===== src/rtl/block_framer.sv =====
// UART byte framer for a block cipher: assembles key/plaintext frames, streams ciphertext back.
// Optional inter-byte abort timer is enabled with macro FRAMER_TIMEOUT_EN.
module block_framer #(
    parameter int         BLOCK_BYTES    = 16,
    parameter logic [7:0] KEY_CMD        = 8'h4B,
    parameter logic [7:0] PT_CMD         = 8'h50,
    parameter int         TIMEOUT_CYCLES = 100000
) (
    input  logic                     clk,
    input  logic                     reset,
    input  logic [7:0]               rx_data,
    input  logic                     rx_valid,
    output logic [7:0]               tx_data,
    output logic                     tx_start,
    input  logic                     tx_done,
    output logic [8*BLOCK_BYTES-1:0] pt_out,
    output logic                     aes_start,
    input  logic                     aes_ready,
    input  logic [8*BLOCK_BYTES-1:0] ct_in,
    output logic [8*BLOCK_BYTES-1:0] key_out,
    output logic                     key_write_en,
    output logic                     busy,
    output logic                     err
);
    localparam int W  = 8 * BLOCK_BYTES;
    localparam int CW = $clog2(BLOCK_BYTES + 1);
    localparam logic [CW-1:0] LAST = CW'(BLOCK_BYTES - 1);

    typedef enum logic [2:0] {IDLE, RX_KEY, RX_PT, AES_WAIT, TX_SEND, TX_WAIT} state_t;

    state_t        state, state_nxt;
    logic [CW-1:0] cnt;
    logic [W-1:0]  asm_reg, asm_nxt, tx_sr;
    logic          err_nxt, rx_take, tx_adv, timeout_hit, frame_done;

`ifdef FRAMER_TIMEOUT_EN
    localparam int TW = $clog2(TIMEOUT_CYCLES + 1);
    logic [TW-1:0] idle_cnt;

    // Counts consecutive byte-less clocks while a frame is open; zero elsewhere.
    always_ff @(posedge clk or posedge reset) begin
        if (reset)
            idle_cnt <= '0;
        else if ((state == RX_KEY || state == RX_PT) && !rx_valid)
            idle_cnt <= idle_cnt + 1'b1;
        else
            idle_cnt <= '0;
    end

    assign timeout_hit = (idle_cnt == TW'(TIMEOUT_CYCLES - 1));
`else
    logic unused_timeout;
    assign unused_timeout = (TIMEOUT_CYCLES > 0);
    assign timeout_hit    = 1'b0;
`endif

    always_ff @(posedge clk or posedge reset) begin
        if (reset) state <= IDLE;
        else       state <= state_nxt;
    end

    always_comb begin
        state_nxt = state;
        err_nxt   = 1'b0;
        rx_take   = 1'b0;
        tx_adv    = 1'b0;
        case (state)
            IDLE: begin
                if (rx_valid) begin
                    if (rx_data == KEY_CMD)     state_nxt = RX_KEY;
                    else if (rx_data == PT_CMD) state_nxt = RX_PT;
                    else                        err_nxt   = 1'b1;
                end
            end
            RX_KEY, RX_PT: begin
                if (rx_valid) begin
                    rx_take = 1'b1;
                    if (cnt == LAST) begin
                        if (state == RX_KEY) state_nxt = IDLE;
                        else                 state_nxt = AES_WAIT;
                    end
                end else if (timeout_hit) begin
                    err_nxt   = 1'b1;
                    state_nxt = IDLE;
                end
            end
            AES_WAIT: begin
                err_nxt = rx_valid;
                if (aes_ready) state_nxt = TX_SEND;
            end
            TX_SEND: begin
                err_nxt   = rx_valid;
                state_nxt = TX_WAIT;
            end
            TX_WAIT: begin
                // A stray rx byte and tx_done in the same cycle are both honoured.
                err_nxt = rx_valid;
                if (tx_done) begin
                    tx_adv = 1'b1;
                    if (cnt == LAST) state_nxt = IDLE;
                    else             state_nxt = TX_SEND;
                end
            end
            default: state_nxt = IDLE;
        endcase
    end

    assign asm_nxt    = (asm_reg << 8) | {{(W-8){1'b0}}, rx_data};
    assign frame_done = rx_take && (cnt == LAST);
    assign busy       = (state != IDLE);

    always_ff @(posedge clk or posedge reset) begin
        if (reset) begin
            cnt          <= '0;
            asm_reg      <= '0;
            tx_sr        <= '0;
            tx_data      <= '0;
            tx_start     <= 1'b0;
            pt_out       <= '0;
            aes_start    <= 1'b0;
            key_out      <= '0;
            key_write_en <= 1'b0;
            err          <= 1'b0;
        end else begin
            err          <= err_nxt;
            key_write_en <= frame_done && (state == RX_KEY);
            aes_start    <= frame_done && (state == RX_PT);
            tx_start     <= (state == TX_SEND);
            if (state == IDLE) cnt <= '0;
            if (rx_take) begin
                asm_reg <= asm_nxt;
                cnt     <= cnt + 1'b1;
            end
            // Outputs only move on a complete frame, so aborted frames leave them intact.
            if (frame_done) begin
                if (state == RX_KEY) key_out <= asm_nxt;
                else                 pt_out  <= asm_nxt;
            end
            if (state == AES_WAIT && aes_ready) begin
                tx_sr <= ct_in;
                cnt   <= '0;
            end
            if (state == TX_SEND) tx_data <= tx_sr[W-1 -: 8];
            if (tx_adv) begin
                tx_sr <= tx_sr << 8;
                cnt   <= cnt + 1'b1;
            end
        end
    end
endmodule


===== config.mk =====
export PLATFORM = sky130hd
export DESIGN_NAME = block_framer
export DESIGN_NICKNAME = d
export VERILOG_FILES = /design/src/rtl/block_framer.sv
export SDC_FILE = /design/constraint.sdc
export NUM_CORES = 1
export LEC_CHECK = 0
export CORE_MARGIN = 2
export CORE_UTILIZATION = 44
export CTS_CLUSTER_DIAMETER = 60
export DETAILED_ROUTE_END_ITERATION = 10
export HOLD_SLACK_MARGIN = 0.08
export PLACE_DENSITY = 0.67
export SYNTH_ARGS = -nofsm -noshare
export SYNTH_HDL_FRONTEND = slang
export SYNTH_SLANG_ARGS = --single-unit

===== constraint.sdc =====
create_clock -name clk -period 24 [get_ports clk]
set_input_delay 7.2 -clock clk [delete_from_list [all_inputs] [get_ports clk]]
set_output_delay 7.2 -clock clk [all_outputs]
set_load 0.1 [all_outputs]

==> reports/metrics.cfg, run 1 <==
[finish]
fin_cells = 2622
finalNetCount = 2099
fillers = 3889
largestRegisters = key_out x128, pt_out x128, tx_sr x128
final_util_pct = 57.7
final_common_cell = dfrtp_1
mostFrequentLayoutCells = dfrtp_1 (524), clkdlybuf4s50_1 (409), mux2_2 (276), nand2_1 (263), nor2_1 (123)
area_delta_synth_final_pct = 30.4
drive_gt1_share_pct = 25.1

[worst_setup_path]
cp_data_arrival_time_ps = 10720
end_kind = flop
worstSetupPathType = input port to flop
critPathMaxFanout = 50
cp-start-kind = input port
cp.required_ps = 24470

[die]
boundaryPins = 410
start_util_pct = 44.2
fp-row-count = 80
die_h_um = 222
fp.dieW_um = 222
die-area_um2 = 49500
core_area_um2 = 47400

[placed_design]
numPlacedInstances = 2513
portBuffers = 409
gp_congestion = 0.849
hpwl_mm = 34.2

[power_and_ir_drop]
p_sw_mw = 1.36
combPwrFrac_pct = 36.0
fin_total_pwr_mw = 3.45
powerDensity_nw_per_um2 = 126
ir_worst_vdd_uv = 89.0
p_seq_share_pct = 38.7
switching_share_pct = 39.5
power.leakage_nw = 13.1
clockPowerShare_pct = 25.4
p_int_mw = 2.09

[clock_tree]
cts_sinks = 524
cts.repair.resized = 0
postCtsSetupBuffers = 0
clk_latency_ps = 590
cts_hold_buf = 0
cts_root_buffer = clkbuf_16
cts_tree = built
clk_pin_slew_ps = 60
cts-buffers-inserted = 56
htree_levels = 2
ctsLongestPathBuffers = 3

[yosys]
syn_area_um2 = 21000
synth_area_per_cell_um2 = 13.3
synth-async-reset-ratio_pct = 100
synth_top_area_share_pct = 62.5
yosys_warnings = 0
syn_nets = 1719
synth_largest_area_cell = dfrtp_1
synthFlopType = dfrtp_1
ys_seq_area_share_pct = 62.5
ys_types = 35
synthesis.instances = 1576
ys_top_cells_by_area = dfrtp_1 (62%), mux2_2 (15%), mux2_4 (7.8%), nand2_1 (4.7%), a31oi_1 (3.6%)
ys_ff_latch = 524
synth-edff-count = 0

[routing]
via_count = 13597
wl_per_cell_um = 19.5
drc = 0
routed_wl_mm = 51.0
via_per_inst = 5.19
dr.pass1.iters = 5
first_iter_violations = 1000
ant_nets = 0

[sta]
setup_viol_count_final = 0
timing.hold.ws_ps = 472
fmax_ghz = 0.0975
drv_slew = 0
final.setup_skew_ps = 12.8
grt_setup_unrepaired = no
fin_tns_setup_ps = 0
period_share_pct = 42.7
slew_headroom_pct = 24.3
tightest_slew_ps = 1130
timing.final.crit_period_ps = 10260
hold_viol = 0

[global_routing]
grt.overflow.total = 0
antenna_found_initial = 5
grt_max_degree = 138
grt_first_pass_wirelength_mm = 80.1
grt_pass1_vias = 13616
grt_usage_pct = 20.5

[job]
maxCapViolCount = 0

[outcome]
status = complete, no violations

[min_path]
hold_class = flop to flop

-- Yosys cell counts (4+ instances only) --
cell and number:
nor2_1 124, buf_2 45, clkbuf_1 31, a31oi_1 121
nand2_1 264, buf_1 11, mux2_2 276, dfrtp_1 524
nand3_1 4, inv_1 5, buf_6 13, and3_1 4
a21oi_1 12, mux2_4 109
-- critical path: stages --
cell and delay (ps):
clkdlybuf4s50_1 450, nor2b_4 170, o21ai_1 110, or3_4 810, buf_4 700, buf_4 730
mux2_2 420
-- power groups by stage --
stage	registers [mW]	logic (mW)	clock network (mW)
detailed placement	1.35	1.25	0
global route	1.37	1.30	0.936
floorplan	1.79	0.481	0
finish	1.33	1.24	0.875
CTS	1.34	1.25	0.899
global placement	1.34	1.23	0
-- cell type report --
type | instances | area [um2] | share of cell area (%)
flip-flops and latches | 524 | 13100 | 47.9
multi-input cells | 946 | 7360 | 26.9
repair buffers | 423 | 4200 | 15.3
clock buffers | 80 | 1640 | 6.00
well taps | 615 | 769 | 2.81
clock inverters | 24 | 254 | 0.928
inverters | 5 | 26.3 | 0.0960
diodes | 5 | 12.5 | 0.0457
-- final timing paths --
path / startpoint / end / slack (ps) / cells after the start
setup / recovery: rx_valid / pt_out[113]$_DFFE_PP0P_ / 13740 / 7
hold / removal: cnt[3]$_DFFE_PP0P_ / cnt[3]$_DFFE_PP0P_ / 470 / 1
setup reg to reg: cnt[0]$_DFFE_PP0P_ / pt_out[113]$_DFFE_PP0P_ / 19880 / 8
hold reg to reg: cnt[3]$_DFFE_PP0P_ / cnt[3]$_DFFE_PP0P_ / 470 / 1
max in group asynchronous: reset / key_out[105]$_DFFE_PP0P_ / 14330 / 4
min in group asynchronous: reset / pt_out[0]$_DFFE_PP0P_ / 7180 / 2
-- stage by stage --
step | cell area, um2 | setup slack, ps
2_1_floorplan | 21000 | 2160
3_3_place_gp | 25500 | 13170
3_5_place_dp | 25500 | 13130
4_1_cts | 27400 | 13780
5_1_grt | 27400 | 13570
6_report | 27400 | 13740
-- routing by layer --
metal  up-vias  share of wire [%]  GRT usage [%]  wire length, um
met3        85                5.9           4.81             3020
met5         -                  0              0                0
li1       6200                  -              -                -
met2       364                 48           32.4            24400
met4         0                2.7           7.08             1390
met1      6948                 44           27.8            22200
-- logic make-up (layout without fill, tap and decap cells) --
family | Yosys count | in the layout | share of synthesized area (%)
buffers and inverters | 106 | 532 | 2.65
and+or+nand+nor | 411 | 411 | 7.72
muxes | 387 | 387 | 22.7
adders and majority gates | 2 | 2 | 0.119
AOI/OAI and AO/OA | 145 | 145 | 4.29
xor gates and xnor gates | 1 | 1 | 0.0417
other | 0 | 5 | 0
DFF | 524 | 524 | 62.5
(Power assumes the default switching activity.)
==> inputs of run 2 (changes only) <==
--- a/config.mk
+++ b/config.mk
@@ -10,7 +10,7 @@
 export CTS_CLUSTER_DIAMETER = 60
 export DETAILED_ROUTE_END_ITERATION = 10
 export HOLD_SLACK_MARGIN = 0.08
-export PLACE_DENSITY = 0.67
+export PLACE_DENSITY = 0.69
 export SYNTH_ARGS = -nofsm -noshare
 export SYNTH_HDL_FRONTEND = slang
 export SYNTH_SLANG_ARGS = --single-unit
==> constraint.sdc (replaced) <==
create_clock -name clk -period 9.3 [get_ports clk]
set_input_delay 2.79 -clock clk [delete_from_list [all_inputs] [get_ports clk]]
set_output_delay 2.79 -clock clk [all_outputs]
set_load 0.1 [all_outputs]
==> reports/metrics.cfg, run 2 (synthesis results as in run 1) <==
[placed_design]
gp_congestion = 0.812
hpwl_mm = 33.8
post-place-ws_ps = 3690
portBuffers = 409

[power_and_ir_drop]
clockPowerShare_pct = 24.3
combPwrFrac_pct = 36.6
ir_worst_vdd_uv = 248
p_sw_mw = 3.52
power.leakage_nw = 13.0
powerDensity_nw_per_um2 = 322
p_seq_share_pct = 39.0
p_int_mw = 5.27
switching_share_pct = 40.0

[global_routing]
grt.overflow.total = 0
grt_first_pass_wirelength_mm = 80.8
antenna_found_initial = 3
grt_pass1_vias = 13877
grt_max_degree = 161
grt_usage_pct = 20.6

[die]
die-area_um2 = 49500
boundaryPins = 410
fp-row-count = 80
die_h_um = 222
core_area_um2 = 47400
start_util_pct = 44.2
fp.dieW_um = 222

[finish]
drive_gt1_share_pct = 24.8
finalNetCount = 2098
area_delta_synth_final_pct = 30.0
largestRegisters = key_out x128, pt_out x128, tx_sr x128
final_common_cell = dfrtp_1
fillers = 3909
mostFrequentLayoutCells = dfrtp_1 (524), clkdlybuf4s50_1 (409), mux2_2 (276), nand2_1 (263), nor2_1 (123)

[min_path]
whs_endpoint = cnt[3]$_DFFE_PP0P_
min_from = cnt[3]$_DFFE_PP0P_
hold_class = flop to flop
hold_depth = 1

[worst_setup_path]
critPathMaxFanout = 15
end_kind = output port
cp_data_arrival_time_ps = 2730
cp-start-kind = flop
critical_path.reg2reg.endpoint = key_out[65]$_DFFE_PP0P_
worstReg2RegStart = cnt[0]$_DFFE_PP0P_
regToRegSetupSlack_ps = 6170
cp.required_ps = 6510
r2r_cells = 6
worstSetupPathType = flop to output port

[clock_tree]
htree_levels = 2
cts.repair.resized = 0
clk_latency_ps = 610
cts_sinks = 524
cts_root_buffer = clkbuf_16
postCtsSetupBuffers = 0
cts_hold_buf = 0
ctsLongestPathBuffers = 3
cts_tree = built
clk_pin_slew_ps = 60
cts-buffers-inserted = 56

[routing]
ant_nets = 0
drc = 0
dr.pass1.iters = 5
routed_wl_mm = 51.2
first_iter_violations = 941
via_count = 13604
via_per_inst = 5.19
wl_per_cell_um = 19.6

[sta]
setup_viol_count_final = 0
fin_tns_setup_ps = 0
tightest_slew_ps = 1140
period_share_pct = 59.3
grt_setup_unrepaired = no
final.setup_skew_ps = 30.2
timing.final.crit_period_ps = 5520
slew_headroom_pct = 23.8
fmax_ghz = 0.181
hold_viol = 0
drv_slew = 0
timing.final.ws_setup_ps = 3780

[job]
maxCapViolCount = 0

[outcome]
status = complete, no violations

[run 2: layout make-up]
type | count | area, um2 | share of cell area, %
multi-input combinational | 946 | 7360 | 27.0
timing repair buffer | 422 | 4240 | 15.5
clock inverter | 21 | 143 | 0.523
tap | 615 | 769 | 2.82
sequential | 524 | 13100 | 48.0
antenna | 4 | 10.0 | 0.0367
inverter | 5 | 22.5 | 0.0825
clock buffer | 83 | 1630 | 5.98
[run 2: worst max-delay path by stage]
| stage | depth (start not counted) | end | from | slack [ps] |
|---|---|---|---|---|
| finish | 3 | busy | state[0]$_DFFE_PP0P_ | 3780 |
| detailed placement | 5 | key_out[93]$_DFFE_PP0P_ | rx_valid | 3690 |
| global placement | 5 | key_out[64]$_DFFE_PP0P_ | rx_valid | 3740 |
| CTS | 3 | busy | state[0]$_DFFE_PP0P_ | 3760 |
| global route | 3 | busy | state[0]$_DFFE_PP0P_ | 3650 |
| floorplan | 1 | aes_start$_DFF_PP0_ | reset | -610 |
[run 2: per-layer routing]
metal	wire length [um]	track usage, %	part of all wire (%)	up-vias
met1	22400	27.8	44	6984
li1	-	-	-	6214
met5	0	0	0	-
met2	24700	33.2	48	330
met3	2770	4.68	5.4	76
met4	1410	6.52	2.7	0
[run 2: power by group through the flow]
stage / Combinational (mW) / Clock (mW) / Sequential, mW
final: 3.22 / 2.14 / 3.43
after global routing: 3.39 / 2.29 / 3.52
after CTS: 3.25 / 2.19 / 3.43
after detailed placement: 3.23 / 0 / 3.46
after global placement: 3.18 / 0 / 3.44
after floorplan: 1.24 / 0 / 4.61
[run 2: critical path: stages (launching register included)]
cell             delay (ps)
dfrtp_1                 690
nor3_1                  180
inv_1                    90
clkdlybuf4s50_1        1140
[run 2: per-stage QoR]
stage	power (mW)	util (%)	area (um2)	instances	hold slack [ps]
floorplan	5.85	-	21000	1576	440
global placement	6.62	53.8	25500	2512	456
detailed placement	6.69	53.8	25500	2512	462
CTS	8.86	57.5	27300	2616	470
global route	9.19	57.5	27300	2619	511
finish	8.78	57.5	27300	2620	470
==> inputs of run 3 (changes only) <==
--- a/config.mk
+++ b/config.mk
@@ -10,7 +10,7 @@
 export CTS_CLUSTER_DIAMETER = 60
 export DETAILED_ROUTE_END_ITERATION = 10
 export HOLD_SLACK_MARGIN = 0.08
-export PLACE_DENSITY = 0.69
+export PLACE_DENSITY = 0.67
 export SYNTH_ARGS = -nofsm -noshare
 export SYNTH_HDL_FRONTEND = slang
 export SYNTH_SLANG_ARGS = --single-unit
==> constraint.sdc (replaced) <==
create_clock -name clk -period 5.65 [get_ports clk]
set_input_delay 1.695 -clock clk [delete_from_list [all_inputs] [get_ports clk]]
set_output_delay 1.695 -clock clk [all_outputs]
set_load 0.1 [all_outputs]
==> reports/metrics.cfg, run 3 (synthesis results as in run 1) <==
[outcome]
status = complete, no violations

[finish]
finalNetCount = 2110
mostFrequentLayoutCells = dfrtp_1 (524), clkdlybuf4s50_1 (409), mux2_2 (276), nand2_1 (263), nor2_1 (123)
fin_area_um2 = 27500
area_delta_synth_final_pct = 30.8
largestRegisters = key_out x128, pt_out x128, tx_sr x128
final_util_pct = 57.9
final_common_cell = dfrtp_1
drive_gt1_share_pct = 25.3

[global_routing]
grt_usage_pct = 20.8
antenna_found_initial = 2
grt.overflow.total = 0
grt_max_degree = 241
grt_first_pass_wirelength_mm = 80.9
grt_pass1_vias = 13844

[min_path]
whs_endpoint = cnt[3]$_DFFE_PP0P_
hold_depth = 1
hold_class = flop to flop
min_from = cnt[3]$_DFFE_PP0P_

[sta]
setup_viol_count_final = 0
final.setup_skew_ps = 26.8
drv_slew = 0
timing.final.ws_setup_ps = 1280
hold_viol = 0
timing.final.crit_period_ps = 4370
tightest_slew_ps = 1100
fmax_ghz = 0.229
timing.hold.ws_ps = 474
period_share_pct = 77.3
grt_setup_unrepaired = no
slew_headroom_pct = 26.8

[clock_tree]
cts_hold_buf = 0
cts.repair.resized = 0
postCtsSetupBuffers = 0
cts-buffers-inserted = 56
cts_tree = built
clk_pin_slew_ps = 60
clk_latency_ps = 600
cts_root_buffer = clkbuf_16
ctsLongestPathBuffers = 3
cts_sinks = 524
htree_levels = 2

[power_and_ir_drop]
clockPowerShare_pct = 24.3
ir_worst_vdd_uv = 509
p_int_mw = 8.73
p_sw_mw = 5.77
powerDensity_nw_per_um2 = 528
p_seq_share_pct = 39.0
fin_total_pwr_mw = 14.5
switching_share_pct = 39.8
combPwrFrac_pct = 36.6
power.leakage_nw = 13.1

[die]
core_area_um2 = 47400
fp-row-count = 80
start_util_pct = 44.2
fp.dieW_um = 222
boundaryPins = 410
die_h_um = 222
die-area_um2 = 49500

[worst_setup_path]
cp.required_ps = 3950
critPathMaxFanout = 15
cp_slowest_cell = clkdlybuf4s50_1
critical_path.reg2reg.endpoint = pt_out[125]$_DFFE_PP0P_
worstSetupPathType = flop to output port
crit_start = state[0]$_DFFE_PP0P_
path_buf_inv = 2
cp_cell_sequence = nor3_1 > inv_1 > clkdlybuf4s50_1
cp_data_arrival_time_ps = 2670
worstReg2RegStart = cnt[0]$_DFFE_PP0P_
cp-start-kind = flop
crit_family = buffers and inverters
regToRegSetupSlack_ps = 2810
end_kind = output port
r2r_cells = 7
slowest_delay_ps = 1150

[routing]
routed_wl_mm = 51.6
routed.top_layer = met4
ant_nets = 0
wl_met3_mm = 2.66
via_per_inst = 5.19
dr.pass1.iters = 8
drc = 0
wl_met2_mm = 24.5
first_iter_violations = 849
wl_per_cell_um = 19.7
via_count = 13620
drt-met1-wl_mm = 22.8

[job]
maxCapViolCount = 0

[placed_design]
portBuffers = 409
hpwl_mm = 34.9
gp_congestion = 0.835
post-place-ws_ps = 1620
placement.cell_area_um2 = 25700

run 3: cell count changes in the layout (fill, tap and decap cells not counted), moves of 2 or more:
| cell | delta |
|---|---|
| buf_12 | +6 |
| buf_4 | +6 |
| clkbuf_1 | -4 |
| clkbuf_8 | -3 |
| bufinv_16 | +2 |
| clkinvlp_4 | +2 |
| diode_2 | -2 |
run 3: worst max-delay path by stage:
stage	slack [ps]	to	cells past startpoint
final	1280	busy	3
after global routing	1150	busy	3
after CTS	1240	busy	3
after detailed placement	1620	pt_out[63]$_DFFE_PP0P_	6
after global placement	1680	pt_out[59]$_DFFE_PP0P_	6
after floorplan	-3170	aes_start$_DFF_PP0_	1
run 3: layout make-up:
| type | count | area [um2] |
|---|---|---|
| Clock buffer | 76 | 1580 |
| Sequential cell | 524 | 13100 |
| Antenna cell | 2 | 5.00 |
| Fill cell | 3944 | 20000 |
| Tap cell | 615 | 769 |
| Multi-Input combinational cell | 946 | 7360 |
| Clock inverter | 24 | 203 |
| Timing Repair Buffer | 434 | 4410 |
| Inverter | 5 | 22.5 |
run 3: worst reg2reg max path, stage by stage (launching register included):
cell	delay [ps]
dfrtp_1	400
ha_1	210
and3_1	180
ha_1	250
o21ai_1	190
or3_4	610
buf_12	430
mux2_2	440
run 3: metal layers:
layer  up-vias  track usage (%)
met2       351             32.9
met3        84             4.27
li1       6242                -
met4         0             8.18
met5         -                0
met1      6943             28.1
run 3: per-stage QoR:
stage	setup TNS (ps)	cells
after floorplan	-1658550	1576
after global placement	0	2524
after detailed placement	0	2524
after CTS	0	2624
after global routing	0	2626
final	0	2626
run 3: power groups by stage:
| stage | Sequential [mW] | Clock, mW | Combinational [mW] |
|---|---|---|---|
| 2_1_floorplan | 7.59 | 0 | 2.04 |
| 3_3_place_gp | 5.68 | 0 | 5.26 |
| 3_5_place_dp | 5.71 | 0 | 5.35 |
| 4_1_cts | 5.66 | 3.63 | 5.36 |
| 5_1_grt | 5.81 | 3.78 | 5.59 |
| 6_report | 5.66 | 3.53 | 5.31 |
